File: src/rtl/fu_matrix_ls_engine_pkg.sv
`default_nettype none
// +------------------------------------------------------------------------+
// | fu_matrix_ls_engine_pkg                                                |
// | Shared types for the matrix load/store engine: FSM states, op codes,   |
// | request/done bundles.                                                  |
// | Rev 1.0 - initial release                                              |
// +------------------------------------------------------------------------+
package fu_matrix_ls_engine_pkg;

  typedef enum logic [1:0] {
    IDLE = 2'd0,
    REQ  = 2'd1,
    DONE = 2'd2
  } matls_state_t;

  typedef logic [1:0] matls_op_t;

  localparam matls_op_t MATLS_NONE  = 2'b00;
  localparam matls_op_t MATLS_LOAD  = 2'b01;
  localparam matls_op_t MATLS_STORE = 2'b10;

  // Widths of the default configuration, used by the bundle types below.
  localparam int C_ADDR_W    = 32;
  localparam int C_MREG_W    = 4;
  localparam int C_ROW_IDX_W = 2;

  typedef struct packed {
    logic                   req;
    logic                   ren;
    logic                   wen;
    logic [C_ADDR_W-1:0]    addr;
    logic [C_ROW_IDX_W-1:0] row;
    logic [C_MREG_W-1:0]    mreg;
  } fu_matls_req_t;

  typedef struct packed {
    logic                done;
    logic [C_MREG_W-1:0] rd;
    matls_op_t           ls;
  } fu_matls_done_t;

  // Both bits set resolves to a load.
  function automatic matls_op_t matls_decode(input logic [1:0] ls);
    matls_op_t op;
    op = MATLS_NONE;
    if (ls[0]) begin
      op = MATLS_LOAD;
    end else if (ls[1]) begin
      op = MATLS_STORE;
    end
    return op;
  endfunction

endpackage
`default_nettype wire

File: src/rtl/fu_matrix_ls_engine_agen.sv
`default_nettype none
// +------------------------------------------------------------------------+
// | fu_matrix_ls_agen                                                      |
// | Registered row address generator: base+imm on load, +stride per step.  |
// | Rev 1.0 - initial release                                              |
// +------------------------------------------------------------------------+
module fu_matrix_ls_agen #(
  parameter int ADDR_W    = 32,
  parameter int IMM_W     = 11,
  parameter int STRIDE_W  = 32,
  parameter int ROWS      = 4,
  parameter int ROW_IDX_W = (ROWS > 1) ? $clog2(ROWS) : 1
) (
  input  logic                 clk,
  input  logic                 rst_n,
  input  logic                 clear,
  input  logic                 load,
  input  logic                 step,
  input  logic [ADDR_W-1:0]    base,
  input  logic [IMM_W-1:0]     imm,
  input  logic [STRIDE_W-1:0]  stride,
  output logic [ADDR_W-1:0]    addr,
  output logic [ROW_IDX_W-1:0] row,
  output logic                 last
);

  localparam logic [ROW_IDX_W-1:0] c_last_row = ROW_IDX_W'(ROWS - 1);

  logic [ADDR_W-1:0]    r_addr;
  logic [ADDR_W-1:0]    r_stride;
  logic [ROW_IDX_W-1:0] r_row;

  // Address arithmetic wraps modulo 2^ADDR_W by construction.
  always_ff @(posedge clk or negedge rst_n) begin
    if (!rst_n) begin
      r_addr   <= '0;
      r_stride <= '0;
      r_row    <= '0;
    end else if (clear) begin
      r_addr   <= '0;
      r_stride <= '0;
      r_row    <= '0;
    end else if (load) begin
      r_addr   <= base + ADDR_W'(imm);
      r_stride <= ADDR_W'(stride);
      r_row    <= '0;
    end else if (step && (r_row != c_last_row)) begin
      r_addr   <= r_addr + r_stride;
      r_row    <= r_row + ROW_IDX_W'(1);
    end
  end

  assign addr = r_addr;
  assign row  = r_row;
  assign last = (r_row == c_last_row);

endmodule
`default_nettype wire

File: src/rtl/fu_matrix_ls_engine.sv
`default_nettype none
// +------------------------------------------------------------------------+
// | fu_matrix_ls_engine                                                    |
// | Sequential matrix load/store unit: one op expands into ROWS row        |
// | requests, each held until mem_hit, followed by a one-cycle done pulse. |
// | Rev 1.0 - initial release                                              |
// +------------------------------------------------------------------------+
module fu_matrix_ls_engine
  import fu_matrix_ls_engine_pkg::*;
#(
  parameter int ADDR_W    = 32,
  parameter int IMM_W     = 11,
  parameter int STRIDE_W  = 32,
  parameter int MREG_W    = 4,
  parameter int ROWS      = 4,
  parameter int ROW_IDX_W = (ROWS > 1) ? $clog2(ROWS) : 1
) (
  input  logic                 CLK,
  input  logic                 nRST,
  input  logic                 enable,
  input  logic [1:0]           ls_in,
  input  logic [MREG_W-1:0]    rd_in,
  input  logic [ADDR_W-1:0]    base_in,
  input  logic [IMM_W-1:0]     imm_in,
  input  logic [STRIDE_W-1:0]  stride_in,
  input  logic                 flush,
  output logic                 ready_out,
  output logic                 busy,
  output logic                 mem_req,
  output logic                 mem_ren,
  output logic                 mem_wen,
  output logic [ADDR_W-1:0]    mem_addr,
  output logic [ROW_IDX_W-1:0] mem_row,
  output logic [MREG_W-1:0]    mem_reg,
  input  logic                 mem_hit,
  output logic                 done,
  output logic [MREG_W-1:0]    done_rd,
  output logic [1:0]           done_ls
);

  matls_state_t         r_state;
  matls_state_t         w_next_state;
  logic [MREG_W-1:0]    r_rd;
  matls_op_t            r_op;
  logic                 w_accept;
  logic                 w_step;
  logic                 w_last;
  logic [ADDR_W-1:0]    w_addr;
  logic [ROW_IDX_W-1:0] w_row;

  // Flush in IDLE wins over a coincident enable.
  assign w_accept = (r_state == IDLE) && enable && (ls_in != 2'b00) && !flush;

  fu_matrix_ls_agen #(
    .ADDR_W    (ADDR_W),
    .IMM_W     (IMM_W),
    .STRIDE_W  (STRIDE_W),
    .ROWS      (ROWS),
    .ROW_IDX_W (ROW_IDX_W)
  ) u_agen (
    .clk    (CLK),
    .rst_n  (nRST),
    .clear  (flush),
    .load   (w_accept),
    .step   (w_step),
    .base   (base_in),
    .imm    (imm_in),
    .stride (stride_in),
    .addr   (w_addr),
    .row    (w_row),
    .last   (w_last)
  );

  always_ff @(posedge CLK or negedge nRST) begin
    if (!nRST) begin
      r_state <= IDLE;
      r_rd    <= '0;
      r_op    <= MATLS_NONE;
    end else begin
      r_state <= w_next_state;
      if (flush) begin
        r_rd <= '0;
        r_op <= MATLS_NONE;
      end else if (w_accept) begin
        r_rd <= rd_in;
        r_op <= matls_decode(ls_in);
      end
    end
  end

  // Next state plus outputs; all outputs derive from registers only.
  always_comb begin
    w_next_state = r_state;
    w_step       = 1'b0;
    ready_out    = 1'b0;
    busy         = 1'b0;
    mem_req      = 1'b0;
    mem_ren      = 1'b0;
    mem_wen      = 1'b0;
    mem_addr     = '0;
    mem_row      = '0;
    mem_reg      = '0;
    done         = 1'b0;
    done_rd      = '0;
    done_ls      = 2'b00;

    case (r_state)
      IDLE: begin
        ready_out = 1'b1;
        if (w_accept) begin
          w_next_state = REQ;
        end
      end
      REQ: begin
        busy     = 1'b1;
        mem_req  = 1'b1;
        mem_ren  = r_op[0];
        mem_wen  = r_op[1];
        mem_addr = w_addr;
        mem_row  = w_row;
        mem_reg  = r_rd;
        if (mem_hit && !flush) begin
          if (w_last) begin
            w_next_state = DONE;
          end else begin
            w_step = 1'b1;
          end
        end
      end
      DONE: begin
        busy         = 1'b1;
        done         = 1'b1;
        done_rd      = r_rd;
        done_ls      = r_op;
        w_next_state = IDLE;
      end
      default: begin
        w_next_state = IDLE;
      end
    endcase

    if (flush) begin
      w_next_state = IDLE;
    end
  end

endmodule
`default_nettype wire

File: config.mk
export PLATFORM = sky130hd
export DESIGN_NAME = fu_matrix_ls_engine
export DESIGN_NICKNAME = d
export VERILOG_FILES = /design/src/rtl/fu_matrix_ls_engine_pkg.sv /design/src/rtl/fu_matrix_ls_engine_agen.sv /design/src/rtl/fu_matrix_ls_engine.sv
export SDC_FILE = /design/constraint.sdc
export NUM_CORES = 1
export LEC_CHECK = 0
export ABC_AREA = 0
export BUFFER_PORTS_ARGS = -buffer_cell sky130_fd_sc_hd__buf_2
export CAP_MARGIN = 20
export CORE_MARGIN = 3
export CORE_UTILIZATION = 40
export DETAILED_ROUTE_END_ITERATION = 6
export GPL_ROUTABILITY_DRIVEN = 0
export HOLD_SLACK_MARGIN = 0.03
export PLACE_DENSITY_LB_ADDON = 0.25
export SLEW_MARGIN = 20
export SYNTH_ARGS = -nofsm -noshare
export SYNTH_HDL_FRONTEND = slang
export SYNTH_SLANG_ARGS = --single-unit
File: constraint.sdc
create_clock -name CLK -period 3.45 [get_ports CLK]
set_clock_uncertainty 0.2 [all_clocks]
set_input_delay 0.345 -clock CLK [delete_from_list [all_inputs] [get_ports CLK]]
set_output_delay 0.345 -clock CLK [all_outputs]
set_load 0.005 [all_outputs]
==> flow_summary.ini <==
[detailed_routing]
vias = 5777
drtPass1Iterations = 4
dr.first_iter.drc_count = 338
drc_errors = 0
wl_per_cell_um = 16.0
drtAntennaViolNets = 0
viasPerCell = 5.41
wirelength_um = 17100

[setup_path]
reg2regPathDepth = 11
r2r_start = u_agen.addr[0]
endpoint_kind = register
reg2reg_slack_ns = 0.37
arrival_ns = 3.08
start_kind = register
critPathRequiredTime_ns = 3.46
crit_type = register to register
critPathMaxFanout = 4
cp-startpoint = u_agen.addr[0]
rr_endpoint = u_agen.addr[28]

[finish]
syn_to_final_growth_pct = 23.8
final_net_count = 1014
fillers = 1407
final_util = 0.507
drive_above_1_share = 0.201
fin_cells = 1068
antenna_cells = 0

[hold_path]
whs_path_depth = 3
hold_start = stride_in[0]
hold_class = primary input to register
worstHoldEndpoint = u_agen.r_stride[0]

[global_route]
grt_usage = 0.213
grt_pass1_vias = 5770
grt_pass1_wl_um = 28300
grt_antenna_before_repair = 0
grt_start_max_net_pins = 75
overflow = 0

[sta]
max_freq_mhz = 325
maxSlewViolCount = 0
final-setup-viol-count = 0
worst_pin_slew_ns = 0.966
maxSlewHeadroom = 0.356
rsz0062_at_grt = no
whs_ns = 0.0413
setup_slack_ns = 0.372
finalHoldViolations = 0
finalSetupTns_ns = 0
finalCritPeriodShare = 0.892
min_period_ns = 3.08

[pwr]
powerDensity_nw_per_um2 = 408
vdd_ir_drop_max_v = 0.000252
leakage_nw = 3.54

[clock_network]
cts_tree = built
h-tree-depth = 3
cts_sinks = 74
root_buffer = clkbuf_16
clk_latency_ns = 0.34
clk_path_buf_depth = 2
clkSlewWorstSetupHoldPaths_ns = 0.06
cts-buffers-inserted = 9

[yosys]
syn_area_sq_um = 5980
ys_ff_latch = 74
avgSynthCellArea_sq_um = 8.13
synth_edf_count = 0
yosysUniqueCellTypes = 65
synthArstFlopShare = 1.00
synthFlopType = dfrtp_1
yosys_warnings = 0
syn_nets = 870
synthCells = 735
ys_seq_area_frac = 0.310

[flow_run]
drv_cap = 0

[place]
dpl.cell_count = 1035
port_buffers = 135
place_worst_setup_slack_ns = 0.379
hpwl_um = 12700

[floorplan]
die_area_sq_um = 16400
die_width_um = 128
start_util = 0.410
core_area_sq_um = 14600
die_h_um = 128
rows = 44
ios = 136

[outcome]
status = complete, no violations
==> synth_stat cells (9+ instances only) <==
master    instances  area [sq um]
o21ai_0          31           155
inv_1            17          63.8
nor3_1           16          80.1
nand3_1          10          50.1
nor2_1           43           161
nand2_1         126           473
xnor2_1          21           184
nand2b_1          9          56.3
and2_1           52           325
clkbuf_1         27           101
a21o_1           12          90.1
a211oi_1         11          82.6
o21a_1           12          90.1
ha_1             47           588
dfrtp_1          74          1850
a21oi_1          80           400
xor2_1           28           245
a22oi_1          13          97.6
==> layer usage <==
layer  part of all wire  track usage
met2               0.49        0.362
met3              0.040       0.0275
met4              0.018       0.0712
met1               0.45        0.279
met5                  0            0
==> layout by cell type, fill, tap and decap left out, types with 5 or more instances in the layout <==
cell,netlist,routed
xor2_1,28,28
nor4_1,8,8
dfrtp_1,74,74
a21oi_1,80,80
nand2_1,126,126
ha_1,47,47
a21o_1,12,12
inv_1,17,17
clkbuf_16,0,9
nor3_1,16,15
nor2_1,43,43
nand2b_1,9,9
dlygate4sd3_1,0,17
buf_4,0,14
xnor2_1,21,21
buf_2,1,134
o21a_1,12,12
a22oi_1,13,13
nand3_1,10,10
o211ai_1,6,6
a211oi_1,11,11
and2_1,52,52
mux2i_1,5,5
o21ai_0,31,31
and3_1,7,7
o221ai_1,7,7
==> state kept, by name (all words and copies together), names as in the netlist <==
signal,cells
u_agen.addr,32
u_agen.row,2
r_rd,4
r_op,2
r_state,2
u_agen.r_stride,32
==> per-stage QoR <==
stage,power (mW),cell area [sq um]
2_1_floorplan,1.63,5980
3_3_place_gp,1.92,6880
3_5_place_dp,1.93,6880
4_1_cts,3.04,7400
5_1_grt,3.20,7400
6_report,3.01,7400
==> layout make-up <==
cell class                 count  area (sq um)  area share
tap                          184           230      0.0311
sequential                    74          1850       0.250
multi-input combinational    612          3960       0.535
inverter                      17          63.8     0.00863
timing repair buffer         165           946       0.128
clock inverter                 3          68.8     0.00930
clock buffer                  13           280      0.0379
==> power breakdown <==
| part | leakage (nW) | total [mW] | internal (mW) | switching, mW |
|---|---|---|---|---|
| combinational | 2.37 | 0.892 | 0.365 | 0.528 |
| sequential | 0.998 | 1.03 | 0.958 | 0.0757 |
| clock | 0.172 | 1.09 | 0.714 | 0.375 |
==> critical path, stage by stage, from the launching register on <==
cell,delay (ns)
dfrtp_1,0.40
ha_1,0.22
inv_1,0.07
fa_1,0.22
nor2b_4,0.07
o311ai_4,0.25
a21oi_2,0.11
or4b_1,0.57
a311o_1,0.37
a31oi_2,0.18
xor2_1,0.16
o221ai_1,0.13
==> cell families after synthesis <==
| logic type | share of synthesized area |
|---|---|
| buffers and inverters | 0.0310 |
| adder cells (fa/ha/maj) | 0.105 |
| AND/OR/NAND/NOR | 0.241 |
| multiplexers | 0.00838 |
| XOR/XNOR | 0.0718 |
| AO/OA/AOI/OAI | 0.233 |
| flip-flops | 0.310 |
==> worst max-delay path by stage <==
stage                                 end  slack (ns)  depth (start not counted)
final                     u_agen.addr[28]        0.37                         11
after floorplan           u_agen.addr[28]        0.57                         11
after CTS                 u_agen.addr[28]        0.37                         11
after global placement    u_agen.addr[28]        0.42                         11
after global routing      u_agen.addr[30]        0.11                         12
after detailed placement  u_agen.addr[28]        0.38                         11
==> repair_timing <==
item                                   4_1_cts  5_1_grt
hold buffers                                17        0
endpoints found under the hold margin       90        0
buffers inserted                             0        0
gates resized for setup                      0        0
(Power assumes the default switching activity.)
